$ cat config.mk
export PLATFORM = sky130hd
export DESIGN_NAME = accum_sequencer
export DESIGN_NICKNAME = d
export VERILOG_FILES = /design/src/rtl/accum_sequencer.sv
export SDC_FILE = /design/constraint.sdc
export NUM_CORES = 1
export LEC_CHECK = 0
export BUFFER_PORTS_ARGS = -buffer_cell sky130_fd_sc_hd__buf_2
export CAP_MARGIN = 20
export CORE_UTILIZATION = 48
export DETAILED_ROUTE_END_ITERATION = 7
export GPL_TIMING_DRIVEN = 0
export PLACE_DENSITY = 0.85
export SKIP_LAST_GASP = 1
export SYNTH_ARGS = -nofsm -noshare
export SYNTH_HDL_FRONTEND = slang
export SYNTH_SLANG_ARGS = --single-unit
$ cat constraint.sdc
create_clock -name clk -period 2.49 [get_ports clk]
set_clock_uncertainty 0.05 [all_clocks]
set_input_delay 0.498 -clock clk [delete_from_list [all_inputs] [get_ports clk]]
set_output_delay 0.498 -clock clk [all_outputs]
set_load 0.01 [all_outputs]
$ cat src/rtl/accum_sequencer.sv
// accum_sequencer: four-cycle fetch/decode/exec/writeback sequencer driving an
// 8-bit ALU, with an accumulator, zero flag, branches and register-file writes.
// Ports: clk, reset (sync, active-high), start/done handshake, imem_addr/imem_data
// (sync instruction memory), rf_raddr/rf_rdata, rf_we/rf_waddr/rf_wdata,
// alu_in1/alu_in2/s_or_c/shift_dir/op_in/alu_result, acc_q, cycle_cnt.
// Optional feature macro: CYCLE_CNT_EN builds the saturating run-cycle counter.
module accum_sequencer #(
  parameter int PC_W = 8
) (
  input  logic            clk,
  input  logic            reset,
  input  logic            start,
  output logic            done,
  output logic [PC_W-1:0] imem_addr,
  input  logic [8:0]      imem_data,
  output logic [2:0]      rf_raddr,
  input  logic [7:0]      rf_rdata,
  output logic            rf_we,
  output logic [2:0]      rf_waddr,
  output logic [7:0]      rf_wdata,
  output logic [7:0]      alu_in1,
  output logic [7:0]      alu_in2,
  output logic            s_or_c,
  output logic            shift_dir,
  output logic [3:0]      op_in,
  input  logic [7:0]      alu_result,
  output logic [7:0]      acc_q,
  output logic [15:0]     cycle_cnt
);

  typedef enum logic [2:0] {
    IDLE, FETCH, DECODE, EXEC, WB, HALT
  } state_t;

  state_t          state;
  state_t          state_nxt;
  logic [PC_W-1:0] pc;
  logic [8:0]      ir;
  logic [7:0]      acc;
  logic [7:0]      res;
  logic            zflag;

  logic is_s, is_c, is_b, is_m;
  logic is_li, is_st, is_ld, is_halt;
  logic go;
  logic running;
  logic [PC_W-1:0] br_off;

  assign is_s    = (ir[8:7] == 2'b11);
  assign is_c    = (ir[8:7] == 2'b10);
  assign is_b    = (ir[8:7] == 2'b01);
  assign is_m    = (ir[8:7] == 2'b00);
  assign is_li   = is_m && (ir[6:5] == 2'b00);
  assign is_st   = is_m && (ir[6:5] == 2'b01);
  assign is_ld   = is_m && (ir[6:5] == 2'b10);
  assign is_halt = is_m && (ir[6:5] == 2'b11);

  assign go      = start && (state == IDLE || state == HALT);
  assign running = (state == FETCH) || (state == DECODE) ||
                   (state == EXEC)  || (state == WB);

  // 7-bit branch displacement, sign-extended to the pc width
  assign br_off = {{(PC_W-7){ir[6]}}, ir[6:0]};

  assign imem_addr = pc;
  assign rf_raddr  = ir[2:0];
  assign rf_waddr  = ir[2:0];
  assign rf_wdata  = acc;
  assign alu_in1   = acc;
  assign acc_q     = acc;

  always_ff @(posedge clk) begin
    if (reset) state <= IDLE;
    else       state <= state_nxt;
  end

  always_comb begin
    state_nxt = state;
    unique case (state)
      IDLE:    if (start) state_nxt = FETCH;
      FETCH:   state_nxt = DECODE;
      DECODE:  state_nxt = EXEC;
      EXEC:    state_nxt = WB;
      WB:      state_nxt = is_halt ? HALT : FETCH;
      HALT:    if (start) state_nxt = FETCH;
      default: state_nxt = IDLE;
    endcase
  end

  always_comb begin
    done      = (state == HALT);
    // reset in the WB cycle must keep the write from landing
    rf_we     = (state == WB) && is_st && !reset;
    s_or_c    = 1'b0;
    shift_dir = 1'b0;
    op_in     = 4'd0;
    alu_in2   = 8'd0;
    if (state == EXEC) begin
      unique case (1'b1)
        is_s: begin
          s_or_c    = 1'b1;
          shift_dir = ir[6];
          alu_in2   = {5'b0, ir[5:3]};
        end
        is_c: begin
          op_in   = ir[6:3];
          alu_in2 = rf_rdata;
        end
        default: ;
      endcase
    end
  end

  always_ff @(posedge clk) begin
    if (reset) begin
      pc    <= '0;
      acc   <= 8'd0;
      ir    <= 9'd0;
      res   <= 8'd0;
      zflag <= 1'b0;
    end else if (go) begin
      pc    <= '0;
      acc   <= 8'd0;
      zflag <= 1'b0;
    end else begin
      unique case (state)
        DECODE: ir <= imem_data;
        EXEC:   res <= is_ld ? rf_rdata : alu_result;
        WB: begin
          if (is_s || is_c) begin
            acc   <= res;
            zflag <= (res == 8'd0);
          end
          if (is_li) acc <= {3'b0, ir[4:0]};
          if (is_ld) acc <= res;
          if (!is_halt) begin
            if (is_b && zflag) pc <= pc + br_off;
            else               pc <= pc + PC_W'(1);
          end
        end
        default: ;
      endcase
    end
  end

`ifdef CYCLE_CNT_EN
  logic [15:0] cnt_q;

  always_ff @(posedge clk) begin
    if (reset)
      cnt_q <= 16'd0;
    else if (go)
      cnt_q <= 16'd0;
    else if (running && cnt_q != 16'hFFFF)
      cnt_q <= cnt_q + 16'd1;
  end

  assign cycle_cnt = cnt_q;
`else
  logic unused_running;
  assign unused_running = running;
  assign cycle_cnt      = 16'd0;
`endif

endmodule

# == Word level (Yosys, flattened, before mapping) ==
# Index checks and enable logic that the tools add are counted.
# word_totals
output_inout_bits,70
ff_bits,37
word_cells,61
# op_classes
n_bitwise,2
n_mux,16
addsub,2
eq_ne,12
n_reduce_logical,23
# ops
cell,n
$mux 8,6
$pmux 8 s2,1
$pmux 3 s5,1
$reduce_and 2->1,5
$add 8x1->8 const B,1
$add 8x8->8,1
$eq 2x2->1 const B,4
$logic_and 1x1->1,8
$logic_not 8->1,1
$mux 4,2
$eq 3x2->1 const B,2
$eq 3x3->1 const B,2
$mux 3,2
$eq 2x1->1 const B,2
$logic_not 2->1,2
$mux 1,4
$reduce_or 2->1,2
$eq 3x1->1 const B,1
$logic_not 3->1,1
$reduce_bool 3->1,1
$logic_or 1x1->1,2
$ne 2x1->1 const B,1
$not 1->1,2
$logic_not 1->1,1

# == Logic depth before layout (Yosys ltp) ==
# depth
word_depth,5
mapped_depth,11
mapped_depth_nobuf,10

# == Least setup slack after synthesis ==
# No wires, ideal clock.
# synth_path
path_kind,flip-flop to flip-flop
startpoint,reg ir[7]
endpoint,"reg pc[7], in the netlist imem_addr[7]"
stages_incl_launch_ff,10
arrival_ps,2132
required_time_ps,2370
setup_time_ps,70
synth_period_minus_slack_ps,2252
n_path_buf,1
setup_slack_ps,238
path_cell_list,dfxtp_1 buf_4 and3b_2 and2_1 ha_1 a21oi_1 o21ai_0 o21a_1 or4_1 a21oi_1
# synth_via
elab_chain_cells,4
elab_cells_between_ends,7
classes_between,eq/ne (1); mux (1); bitwise (1); reduce/logical (4)
# synth_rtl
element,line_no,source
"start, declared",38,logic [8:0] ir;
"start signal, assigned",127,DECODE: ir <= imem_data;
$logic_not 2->1,52,assign is_m = (ir[8:7] == 2'b00);
$logic_and 1x1->1,56,assign is_halt = is_m && (ir[6:5] == 2'b11);
$not 1->1 (no line),-,
$reduce_and 2->1 (no line),-,
"end signal, assigned",137,if (is_b && zflag) pc <= pc + br_off;
"end signal, assigned",138,else pc <= pc + PC_W'(1);
"end, declared",37,logic [PC_W-1:0] pc;
# Parallel ways exist; a longest one is shown, timed or not.
# A chain may end at the register's enable or synchronous reset.

# == Final worst setup path ==
# layout_path
startpoint,reg ir[7]
endpoint,"reg pc[6], in the netlist imem_addr[6]"
# Same word-level chain as after synthesis.

==> impl_metrics.ini <==
[power]
switching_share_pct = 27.7
p_total_mw = 1.43
peakVddDrop_uv = 308
p_comb_share_pct = 17.3
pwr_density_cell_nw_per_um2 = 474
switchingPower_mw = 0.397
p_clk_share_pct = 37.7
p_int_mw = 1.03
p_leak_nw = 1.47
pwr-share-seq_pct = 44.9

[setup_path]
r2r_cells = 11
cp-start-kind = flop
cp.arrival_ns = 2.57
r2r_slack_ns = 0.07
worstSetupPathType = reg -> reg
crit_required_ns = 2.64
r2r_start = ir[7]$_SDFFE_PP0P_
startpoint = ir[7]$_SDFFE_PP0P_
cp-end-kind = flop
critPathSlowestCell = dfxtp_1
r2r-end = imem_addr[6]$_SDFFE_PP0P_
max_stage_delay_ns = 0.33
endpoint = imem_addr[6]$_SDFFE_PP0P_
path_max_fanout = 9
crit_chain = buf_6 > and3b_2 > or2b_1 > ha_2 > inv_2 > fa_2 > nor2b_2 > o31a_1 > o21a_1 > nand4bb_1 > o311ai_1

[route]
first_pass_iters = 4
vias_per_cell = 5.06
drt-wirelength-per-cell_um = 13.1
ant_nets = 0
drtIter0Drc = 137
drc = 0
vias = 2200
wl_um = 5710

[clock_network]
cts_hold_buf = 0
tritoncts = yes
cts_htree_levels = 2
clk-insertion-delay-late_ns = 0.30
clockRootBuffer = clkbuf_8
cts_buffer_depth = 2
clkSinkCount = 37
cts_made_buffers = 5
cts.reportedPaths.clkPinSlew_ns = 0.08

[grt]
gr-total-overflow = 0
grt_pass1_wl_um = 8910
grt_use_total_pct = 22.0
antenna_found_initial = 0
grt_max_degree = 14
grt_pass1_vias = 1962

[place]
globalplace.congestion = 0.887
port_buffers = 81
place_area_um2 = 2860
dp_hpwl_um = 4140

[finish]
antennaDiodeCount = 0
drive_gt1_share_pct = 40.9
design_area_um2 = 3020
nNetsFinal = 416
area_growth_pct = 29.3

[timing]
max_freq_mhz = 414
setup_viol = 0
hold_viol_final = 0
min_period_over_period_pct = 97.1
relSlewSlack_pct = 61.3
period_needed_ns = 2.42
tightest_slew_ns = 0.575
drv_slew = 0

[synthesis]
ys_ff_latch = 37
syn_avg_cell_area_um2 = 8.42
ys_seq_area_share_pct = 31.7
ys_warn_count = 0
synth_cells = 277
syn_area_um2 = 2330
synth_flop_cell = dfxtp_1
synth-edff-count = 0
async_flop_share_pct = 0
synth_cell_types = 44

[floorplan]
rows = 25
die_h_um = 71.7
initial_utilization_pct = 49.7
ios = 98
die_area_um2 = 5140
die_w_um = 71.7
core_area_um2 = 4690

[run]
timing.max_cap.violations = 0

[worst_hold_path]
hp-class = in -> reg
min_path_cells = 3

[run_status]
status = finished, final reports clean
## what timing repair did
item	in CTS	in global routing
buffers inserted	1	0
endpoints found under the setup margin	11	7
gates resized for setup	1	15
pin swaps	1	7
## power groups by stage
| stage | sequential (mW) | clock [mW] | combinational [mW] |
|---|---|---|---|
| 3_3_place_gp | 0.650 | 0 | 0.243 |
| 4_1_cts | 0.638 | 0.548 | 0.251 |
| 3_5_place_dp | 0.653 | 0 | 0.247 |
| 6_report | 0.643 | 0.539 | 0.248 |
| 5_1_grt | 0.646 | 0.579 | 0.268 |
| 2_1_floorplan | 0.644 | 0 | 0.189 |
## placed cells by master (no fill, tap or decap), drive strengths merged, types with 2 or more instances in the layout
cell type / netlist / routed
a22oi: 3 / 3
nor2b: 2 / 2
conb: 1 / 16
mux2i: 24 / 24
nand4: 2 / 2
buf: 49 / 130
inv: 6 / 6
a22o: 2 / 2
and2: 16 / 16
a31oi: 3 / 3
a211oi: 10 / 10
nand2: 14 / 14
nand3: 3 / 3
xnor2: 2 / 2
nor4: 3 / 3
nor3b: 2 / 2
clkbuf: 4 / 9
nor2: 43 / 43
nand4bb: 2 / 2
o21a: 3 / 3
o21ai: 5 / 5
dfxtp: 37 / 37
a21oi: 16 / 16
ha: 7 / 7
nor3: 6 / 6
and3: 2 / 2
## metal layers
layer | track usage (%) | up-vias | routed length [um]
met5 | 0 | - | 0
met4 | 8.71 | 0 | 88
met3 | 4.64 | 8 | 359
met2 | 36.8 | 83 | 2880
met1 | 27.7 | 1004 | 2390
li1 | - | 1105 | -
## cells by family (layout without fill, tap and decap cells)
| kind of cell | count (synthesis) | in the layout | share of synthesized area, % |
|---|---|---|---|
| simple gates | 99 | 99 | 22.8 |
| buf+inv | 59 | 148 | 16.6 |
| compound gates | 46 | 46 | 12.7 |
| flops | 37 | 37 | 31.7 |
| mux | 24 | 24 | 10.3 |
| fa+ha+maj | 8 | 8 | 4.61 |
| xor+xnor | 3 | 3 | 1.13 |
| other cells | 1 | 16 | 0.161 |
## synth_stat cells (2+ instances only)
master,count,share of area [%]
a22oi_1,3,0.97
nand4_1,2,0.54
nor3_1,5,1.1
buf_2,7,1.5
nor4_1,2,0.54
clkbuf_1,4,0.64
inv_1,6,0.97
and3_1,2,0.54
nor3b_4,2,1.6
o21a_1,3,0.97
a21oi_1,16,3.4
a211oi_1,10,3.2
and2_1,14,3.8
nand4bb_1,2,0.97
ha_1,7,3.8
dfxtp_1,37,32
nor2_1,42,6.8
o21ai_0,5,1.1
nand2_1,14,2.3
nand3_1,3,0.64
mux2i_1,24,10
a31oi_1,3,0.80
nor2b_1,2,0.54
a22o_1,2,0.75
buf_4,40,13
xnor2_1,2,0.75
## metrics by stage
stage | hold slack (ns) | util [%] | instances | setup slack, ns | setup TNS (ns)
6_report | 0.378 | 64.3 | 435 | 0.0721 | 0
5_1_grt | 0.377 | 64.3 | 435 | -0.0167 | -0.0213
4_1_cts | 0.366 | 63.7 | 436 | 0.0225 | 0
3_5_place_dp | 0.401 | 61.0 | 427 | 0.0209 | 0
3_3_place_gp | 0.389 | 61.0 | 427 | 0.108 | 0
2_1_floorplan | 0.382 | - | 292 | 0.238 | 0
## critical path, delay by kind of cell (launching register included)
| family | cells | cell delay [ns] |
|---|---|---|
| DFF | 1 | 0.33 |
| AOI/OAI and AO/OA | 3 | 0.62 |
| buffers and inverters | 2 | 0.20 |
| adders and majority gates | 2 | 0.38 |
| and+or+nand+nor | 4 | 0.73 |
## registers in the layout, indices dropped and copies added (netlist names)
name and cells:
res 8, imem_addr 8, acc_q 8, zflag 1, state 3, ir 9
## worst min path at each step
stage	start	end	slack, ns
after global placement	zflag$_SDFFE_PP0P_	zflag$_SDFFE_PP0P_	0.39
after floorplan	zflag$_SDFFE_PP0P_	zflag$_SDFFE_PP0P_	0.38
final	imem_data[0]	ir[0]$_SDFFE_PP0P_	0.38
after CTS	reset	res[0]$_SDFFE_PP0P_	0.37
after detailed placement	zflag$_SDFFE_PP0P_	zflag$_SDFFE_PP0P_	0.40
after global routing	reset	res[0]$_SDFFE_PP0P_	0.38
## cell type report
class                           instances  area [um2]
Fill cell                             407        1680
Multi-Input combinational cell        196        1290
Sequential cell                        37         746
Timing Repair Buffer                   82         413
Buffer                                 52         358
Clock buffer                            5        68.8
Tap cell                               54        67.6
Clock inverter                          3        46.3
Inverter                                6        22.5
No activity file was read; power rests on OpenSTA's default activity.
